## config.mk

```make
export PLATFORM = sky130hd
export DESIGN_NAME = coherency_req_queue
export DESIGN_NICKNAME = d
export VERILOG_FILES = /design/src/rtl/coherency_pkg.sv /design/src/rtl/coherency_req_queue.sv
export SDC_FILE = /design/constraint.sdc
export NUM_CORES = 1
export LEC_CHECK = 0
export CAP_MARGIN = 25
export CORE_MARGIN = 3
export CORE_UTILIZATION = 51
export DETAILED_ROUTE_END_ITERATION = 16
export PLACE_DENSITY = 0.77
export SYNTH_ARGS = -nofsm -noshare
export SYNTH_HDL_FRONTEND = slang
export SYNTH_SLANG_ARGS = --single-unit
```

## constraint.sdc

```tcl
create_clock -name clk -period 5.55 [get_ports clk]
set_clock_uncertainty 0.05 [all_clocks]
set_input_delay 1.11 -clock clk [delete_from_list [all_inputs] [get_ports clk]]
set_output_delay 1.11 -clock clk [all_outputs]
set_load 0.02 [all_outputs]
```

## src/rtl/coherency_pkg.sv

```systemverilog
// Shared coherency bus definitions: core count, core-ID width
// and the bus request-type encoding.
package coherency_pkg;

    localparam int NUM_CORES = 4;
    localparam int CORE_ID_W = $clog2(NUM_CORES);

    typedef enum logic [1:0] {
        BUS_RD   = 2'b00,
        BUS_RDX  = 2'b01,
        BUS_UPGR = 2'b10,
        BUS_WB   = 2'b11
    } bus_req_e;

endpackage

```

## src/rtl/coherency_req_queue.sv

```systemverilog
// Per-core miss/upgrade request FIFO feeding the coherency bus;
// duplicate requests already queued are absorbed instead of stored.
module coherency_req_queue
    import coherency_pkg::*;
#(
    parameter int CORE_ID    = 0,
    parameter int DEPTH      = 4,
    parameter int ADDR_WIDTH = 64
) (
    input  logic                    clk,
    input  logic                    rst_n,
    input  logic                    enq_valid,
    input  logic [1:0]              enq_type,
    input  logic [ADDR_WIDTH-1:0]   enq_addr,
    output logic                    enq_ready,
    output logic                    req_valid,
    output logic [1:0]              req_type,
    output logic [ADDR_WIDTH-1:0]   req_addr,
    input  logic                    bus_valid,
    input  logic [CORE_ID_W-1:0]    bus_granted_id,
    output logic                    merge_hit,
    output logic [$clog2(DEPTH):0]  count,
    output logic                    grant_err
);

    localparam int PW = $clog2(DEPTH);
    localparam int CW = PW + 1;
    localparam logic [CW-1:0] FULL = CW'(DEPTH);

    logic [1:0]            type_q [DEPTH];
    logic [ADDR_WIDTH-1:0] addr_q [DEPTH];
    logic [PW-1:0]         wr_ptr;
    logic [PW-1:0]         rd_ptr;

    logic granted;
    logic pop;
    logic offer;
    logic dup;
    logic push;

    assign enq_ready = (count != FULL);
    assign req_valid = (count != '0);
    assign req_type  = type_q[rd_ptr];
    assign req_addr  = addr_q[rd_ptr];

    assign granted = bus_valid && (bus_granted_id == CORE_ID_W'(CORE_ID));
    assign pop     = granted && req_valid;
    assign offer   = enq_valid && enq_ready;
    assign push    = offer && !dup;

    // A live slot lies within count entries of the head; the head
    // leaving this cycle cannot absorb a duplicate.
    always_comb begin
        dup = 1'b0;
        for (int j = 0; j < DEPTH; j++) begin
            if (({1'b0, PW'(j) - rd_ptr} < count)
                && (type_q[j] == enq_type)
                && (addr_q[j] == enq_addr)
                && !(pop && (PW'(j) == rd_ptr)))
                dup = 1'b1;
        end
    end

    always_ff @(posedge clk) begin
        if (push) begin
            type_q[wr_ptr] <= enq_type;
            addr_q[wr_ptr] <= enq_addr;
        end
    end

    always_ff @(posedge clk or negedge rst_n) begin
        if (!rst_n) begin
            wr_ptr    <= '0;
            rd_ptr    <= '0;
            count     <= '0;
            merge_hit <= 1'b0;
            grant_err <= 1'b0;
        end else begin
            merge_hit <= offer && dup;
            if (granted && !req_valid)
                grant_err <= 1'b1;
            if (push)
                wr_ptr <= wr_ptr + 1'b1;
            if (pop)
                rd_ptr <= rd_ptr + 1'b1;
            unique case ({push, pop})
                2'b10:   count <= count + 1'b1;
                2'b01:   count <= count - 1'b1;
                default: count <= count;
            endcase
        end
    end

endmodule

```

==> results of run 1 <==
## power by group
part,internal (mW),switching (mW)
sequential,2.74,0.377
clock,1.01,0.775
combinational,1.43,1.62
total,5.18,2.77
## area by class of cell
class | count | area [um^2] | share of cell area, %
Clock inverter | 17 | 119 | 0.749
Timing Repair Buffer | 153 | 1530 | 9.66
Sequential cell | 273 | 8160 | 51.4
Tap cell | 330 | 413 | 2.60
Multi-Input combinational cell | 467 | 4820 | 30.3
Inverter | 23 | 86.3 | 0.544
Clock buffer | 33 | 751 | 4.73
## synthesized netlist by cell type
library cell,instances
inv_2,1
nand2_2,1
buf_6,1
o22ai_1,1
and3_1,1
xor2_1,191
nand4_1,28
nor4_4,1
mux2_4,1
o2111ai_1,1
a31o_2,1
o211ai_1,1
o21ai_0,2
nor3_1,1
fa_1,1
nor2_1,9
or2b_1,1
nand4b_4,1
a21oi_1,4
buf_2,5
o221ai_1,2
xnor2_1,68
a22oi_1,1
or4_4,2
inv_1,22
o221a_2,1
mux4_2,66
a31oi_1,1
edfxtp_1,264
nand2_1,6
clkbuf_1,10
nor3_2,1
a2111oi_0,1
nand3_1,1
ha_1,13
o2bb2ai_1,3
or4_1,1
a221oi_1,4
buf_1,8
nor4_1,50
dfrtp_1,9
## final timing paths
path	endpoint	slack (ns)	startpoint	cells past startpoint
worst max-delay path	req_addr[23]	0.91	rd_ptr[0]	3
worst min-delay path	grant_err	0.42	grant_err	1
worst max register to register	count[2]	1.30	rd_ptr[1]	14
worst min register to register	grant_err	0.42	grant_err	1
max in group asynchronous	rd_ptr[0]	4.27	rst_n	1
min in group asynchronous	wr_ptr[1]	0.83	rst_n	1
## flip-flops by register name (all words and copies together), names as in the netlist
signal     flops
grant_err      1
rd_ptr         2
count          3
merge_hit      1
wr_ptr         2
type_q         8
addr_q       256
## metal layers
layer | GRT usage [%] | vias up | part of all wire [%]
met1 | 36.5 | 4017 | 41
met2 | 39.0 | 378 | 47
met5 | 0 | - | 0.057
met4 | 5.52 | 2 | 2.5
li1 | - | 3367 | -
met3 | 4.79 | 51 | 8.7
## logic make-up after synthesis
logic type                 count (synthesis)
xor gates and xnor gates                 259
buffers and inverters                     47
and+or+nand+nor                          104
DFF                                      273
adders and majority gates                 14
AOI/OAI and AO/OA                         23
muxes                                     67
## through the flow
| step | TNS (ns) | util, % | total power, mW | hold slack, ns |
|---|---|---|---|---|
| floorplan | -151.98 | - | 4.82 | 0.448 |
| global placement | 0 | 59.4 | 6.18 | 0.398 |
| detailed placement | 0 | 59.4 | 6.19 | 0.407 |
| CTS | 0 | 62.9 | 7.97 | 0.421 |
| global route | 0 | 62.9 | 8.26 | 0.452 |
| finish | 0 | 62.9 | 7.95 | 0.422 |
## worst max-delay path, stage by stage, from the launching register on
cell and delay (ns):
dfrtp_4 0.98, buf_4 0.69, mux4_2 0.64, clkdlybuf4s50_1 0.58
==> qor.yml, run 1 <==
run_status:
  status: "completed"
routing:
  drc: 0
  drtAntennaViolNets: 0
  first_pass_iters: 5
  route.vias.total: 7815
  drt-initial-drc-count: 869
  wl_per_cell_um: 26.9
  viasPerCell: 6.03
  routed_wl_um: 34800
grt:
  grt_max_degree: 59
  grt-ovfl-total: 0
  grt_pass1_wl_um: 51300
  grt_use_total_pct: 24.8
  antenna_found_initial: 1
  grt_pass1_vias: 7839
worst_setup_path:
  critPathCaptureType: "primary output"
  crit_fanout: 39
  required_ns: 4.39
  critPathKind: "reg2out"
  cp.arrival_ns: 3.48
  startpoint_type: "register"
yosys:
  synth.avg_cell_area_um2: 16.7
  muxShareOfSynthArea_pct: 11.4
  seq_area_frac_synth_pct: 62.1
  synth_xor_area_share_pct: 17.3
  synth_top_family_by_area: "XOR/XNOR gates"
  synth_top_cells_by_area: "edfxtp_1, xor2_1, mux4_2"
  syn_nets: 873
  ys_types: 41
  syn-cell-area_um2: 13100
  synthAdderAreaFrac_pct: 1.39
  synthCells: 787
  ys_ff_latch: 273
  synth-simple-area-share_pct: 5.02
  yosysWarnings: 0
  synth_top_area_share_pct: 60.4
  synth_compound_area_share_pct: 1.32
  synth_area_leader_cell: "edfxtp_1"
power:
  ir_worst_vdd_mv: 0.368
  p_leak_nw: 5.30
  p_per_area_nw_per_um2: 500
clocking:
  root_buffer: "clkbuf_16"
  post_cts_buffers: 0
  clock_path_buffers: 3
  numCtsBuffers: 28
  clock_latency_ns: 0.54
  cts_resized: 0
  clk_pin_slew_worst_paths_ns: 0.06
  cts_tree: "done"
  htree_levels: 1
  hold_buffers: 0
  cts.sinks: 273
final_layout:
  syn_to_final_growth_pct: 20.9
  nFillCells: 1840
  instances_no_fill: 1296
  num-nets-final: 1032
  antenna_cells: 0
  layout_commonest_cell: "edfxtp_1"
  layout-drive-gt1-share_pct: 13.9
  layout_common_cells: "edfxtp_1, xor2_1, clkdlybuf4s50_1, xnor2_1, mux4_2"
  final_area_um2: 15900
sta:
  drv_slew: 0
  layout_worst_path_cycle_share_pct: 83.7
  min_period_ns: 4.64
  fmax_mhz: 215
  finalSetupViolations: 0
  tightest_slew_ns: 0.882
  hold_violations: 0
  slew_headroom_pct: 41.2
  finalWorstSetupSlack_ns: 0.906
  rsz0062_at_grt: "no"
placed_design:
  dp_slack_ns: 0.644
  gp_congestion: 0.916
  dp_hpwl_um: 24700
  io_buffer_count: 144
  dpl.cell_count: 1246
  place_area_um2: 15000
floorplanning:
  initial_core_util_pct: 52.0
  dieHeight_um: 166
  coreArea_um2: 25300
  die_x_um: 166
  rows: 58
  dieArea_um2: 27700
  io_pins: 145
run:
  maxCapViolations: 0
hold_path:
  min_path_type: "reg2reg"
(Power assumes the default switching activity.)
==> inputs of run 2 (changes only) <==
clock period = 3.93 ns   (was 5.55 ns; I/O delays follow)
==> run 2 against run 1 <==
Net effect:
- sequential power increased by 35%
- register-to-register slack got worse by 0.85 ns
- hold slack improved by 0.019 ns
- setup slack got worse by 0.88 ns
- via count increased by 6.7%
- die area unchanged
- combinational power increased by 57%
- critical path depth increased by 10
- critical path type is now in2reg
- highest routed layer is now met4
==> qor.yml, run 2 (synthesis gave the netlist of run 1 again) <==
placed_design:
  dp_hpwl_um: 26600  # was 24700 um
  dp_slack_ns: -0.524  # was 0.644 ns
  dpl.cell_count: 1378  # was 1246
  io_buffer_count: 144  # unchanged
  gp_congestion: 0.906  # was 0.916
  place_area_um2: 16100  # was 15000 um^2
final_layout:
  top_register: "addr_q"  # unchanged
  instances_no_fill: 1429  # was 1296
  num-nets-final: 1165  # was 1032
  largest_reg_flops: 256  # unchanged
  largestRegisters: "addr_q x256, type_q x8, count x3"  # unchanged
  layout-drive-gt1-share_pct: 23.7  # was 13.9%
  antenna_cells: 0  # unchanged
  final_area_um2: 17000  # was 15900 um^2
  syn_to_final_growth_pct: 29.3  # was 20.9%
  layout_commonest_cell: "edfxtp_1"  # unchanged
  layout_common_cells: "edfxtp_1, xor2_1, clkdlybuf4s50_1, buf_4, xnor2_1"  # was edfxtp_1, xor2_1, clkdlybuf4s50_1, xnor2_1, mux4_2
  fin_util_pct: 67.2  # was 62.9%
clocking:
  numCtsBuffers: 28  # unchanged
  cts.sinks: 273  # unchanged
  post_cts_buffers: 0  # unchanged
  hold_buffers: 0  # unchanged
  clock_latency_ns: 0.54  # about the same
  htree_levels: 1  # unchanged
  root_buffer: "clkbuf_16"  # unchanged
  clock_path_buffers: 3  # unchanged
  cts_resized: 0  # unchanged
  cts_tree: "done"  # unchanged
  clk_pin_slew_worst_paths_ns: 0.06  # about the same
power:
  p_per_area_nw_per_um2: 675  # was 500 nW/um^2
  ir_worst_vdd_mv: 0.515  # was 0.368 mV
  p_leak_nw: 5.96  # was 5.30 nW
worst_setup_path:
  critPathKind: "in2reg"  # was reg2out
  required_ns: 4.33  # was 4.39 ns
  reg2regPathDepth: 12  # was 14
  startpoint_type: "input port"  # was register
  crit-reg2reg-capture: "count[2]"  # unchanged
  r2r_slack_ns: 0.45  # was 1.30 ns
  cp.arrival_ns: 4.31  # was 3.48 ns
  crit_fanout: 8  # was 39
  critPathCaptureType: "register"  # was primary output
  timing.rr.start: "addr_q[2][27]"  # was rd_ptr[1]
sta:
  drv_slew: 0  # unchanged
  rsz0062_at_grt: "no"  # unchanged
  finalSetupViolations: 0  # unchanged
  fmax_mhz: 256
  min_period_ns: 3.91
  slew_headroom_pct: 60.3  # was 41.2%
  finalWorstSetupSlack_ns: 0.0236  # was 0.906 ns
  hold_violations: 0  # unchanged
  tightest_slew_ns: 0.596  # was 0.882 ns
  layout_worst_path_cycle_share_pct: 99.4
grt:
  grt-ovfl-total: 0  # unchanged
  grt_pass1_wl_um: 53900  # was 51300 um
  grt_max_degree: 69  # was 59
  grt_pass1_vias: 8453  # was 7839
  antenna_found_initial: 0  # was 1
  grt_use_total_pct: 25.8  # was 24.8%
routing:
  drc: 0  # unchanged
  first_pass_iters: 5  # unchanged
  wl_met1_um: 14700  # was 14400 um
  viasPerCell: 5.83  # was 6.03
  route.vias.total: 8337  # was 7815
  wl_met2_um: 17000  # was 16500 um
  drt-initial-drc-count: 908  # was 869
  wl_per_cell_um: 25.4  # was 26.9 um
  wl_met3_um: 3540  # was 3010 um
  drtAntennaViolNets: 0  # unchanged
  routed_wl_um: 36300  # was 34800 um
  top_layer: "met4"  # was met5
floorplanning:
  dieHeight_um: 166  # unchanged
  io_pins: 145  # unchanged
  die_x_um: 166  # unchanged
  initial_core_util_pct: 52.0  # unchanged
  dieArea_um2: 27700  # unchanged
  rows: 58  # unchanged
  coreArea_um2: 25300  # unchanged
hold_path:
  hp-start: "grant_err"  # unchanged
  min_to: "grant_err"  # unchanged
  min_path_type: "reg2reg"  # unchanged
  timing.hold.worst_path_depth: 1  # unchanged
run:
  maxCapViolations: 0  # unchanged
run_status:
  status: "completed"  # unchanged
-- run 2: changes by cell type in the layout (fill, tap and decap cells not counted), sizes merged --
cell	previous run	this run
clkbuf	33	41
inv	23	24
clkinv	15	7
clkinvlp	1	0
buf	9	142
-- run 2: area by class of cell --
cell class	instances	area [um^2]
multi-input cells	467	4840
clock inverters	9	66.3
flip-flops and latches	273	8160
repair buffers	286	2630
clock buffers	41	771
well taps	330	413
inverters	23	86.3
fillers	1770	8280
-- run 2: power by group --
part	internal [mW]	leakage (nW)	total (mW)	switching [mW]
Combinational	2.24	3.04	4.78	2.53
Clock	1.41	0.404	2.46	1.05
Sequential	3.87	2.52	4.22	0.346
-- run 2: through the flow --
step                power, mW  setup TNS, ns  hold WS, ns
floorplan                6.81              0        0.440
global placement         8.98         -38.75        0.405
detailed placement       9.01         -42.82        0.424
CTS                      11.5              0        0.437
global route             11.9              0        0.438
finish                   11.5              0        0.441
-- run 2: worst max-delay path by stage --
stage,start,to,cells after the start
6_report,enq_addr[43],count[2],13
5_1_grt,enq_addr[58],count[2],13
4_1_cts,enq_addr[46],count[2],13
3_5_place_dp,enq_addr[46],count[2],13
3_3_place_gp,enq_addr[46],count[2],13
2_1_floorplan,rd_ptr[0],addr_q[0][0],12
-- run 2: routing by layer --
metal  vias to the layer above  track usage, %
li1                       3631               -
met1                      4189            38.1
met2                       465            40.1
met3                        52            4.60
met4                         0            7.46
met5                         -               0
-- run 2: critical path, cell delays in order --
cell and delay [ns]:
clkdlybuf4s50_1 0.59, xnor2_1 0.45, nand4_1 0.27, nor4_4 0.32, o2111ai_1 0.16, or4_4 0.58
nand4b_4 0.11, ha_1 0.17, inv_1 0.06, fa_1 0.38, xor2_1 0.15, nor2_1 0.12
xor2_1 0.17
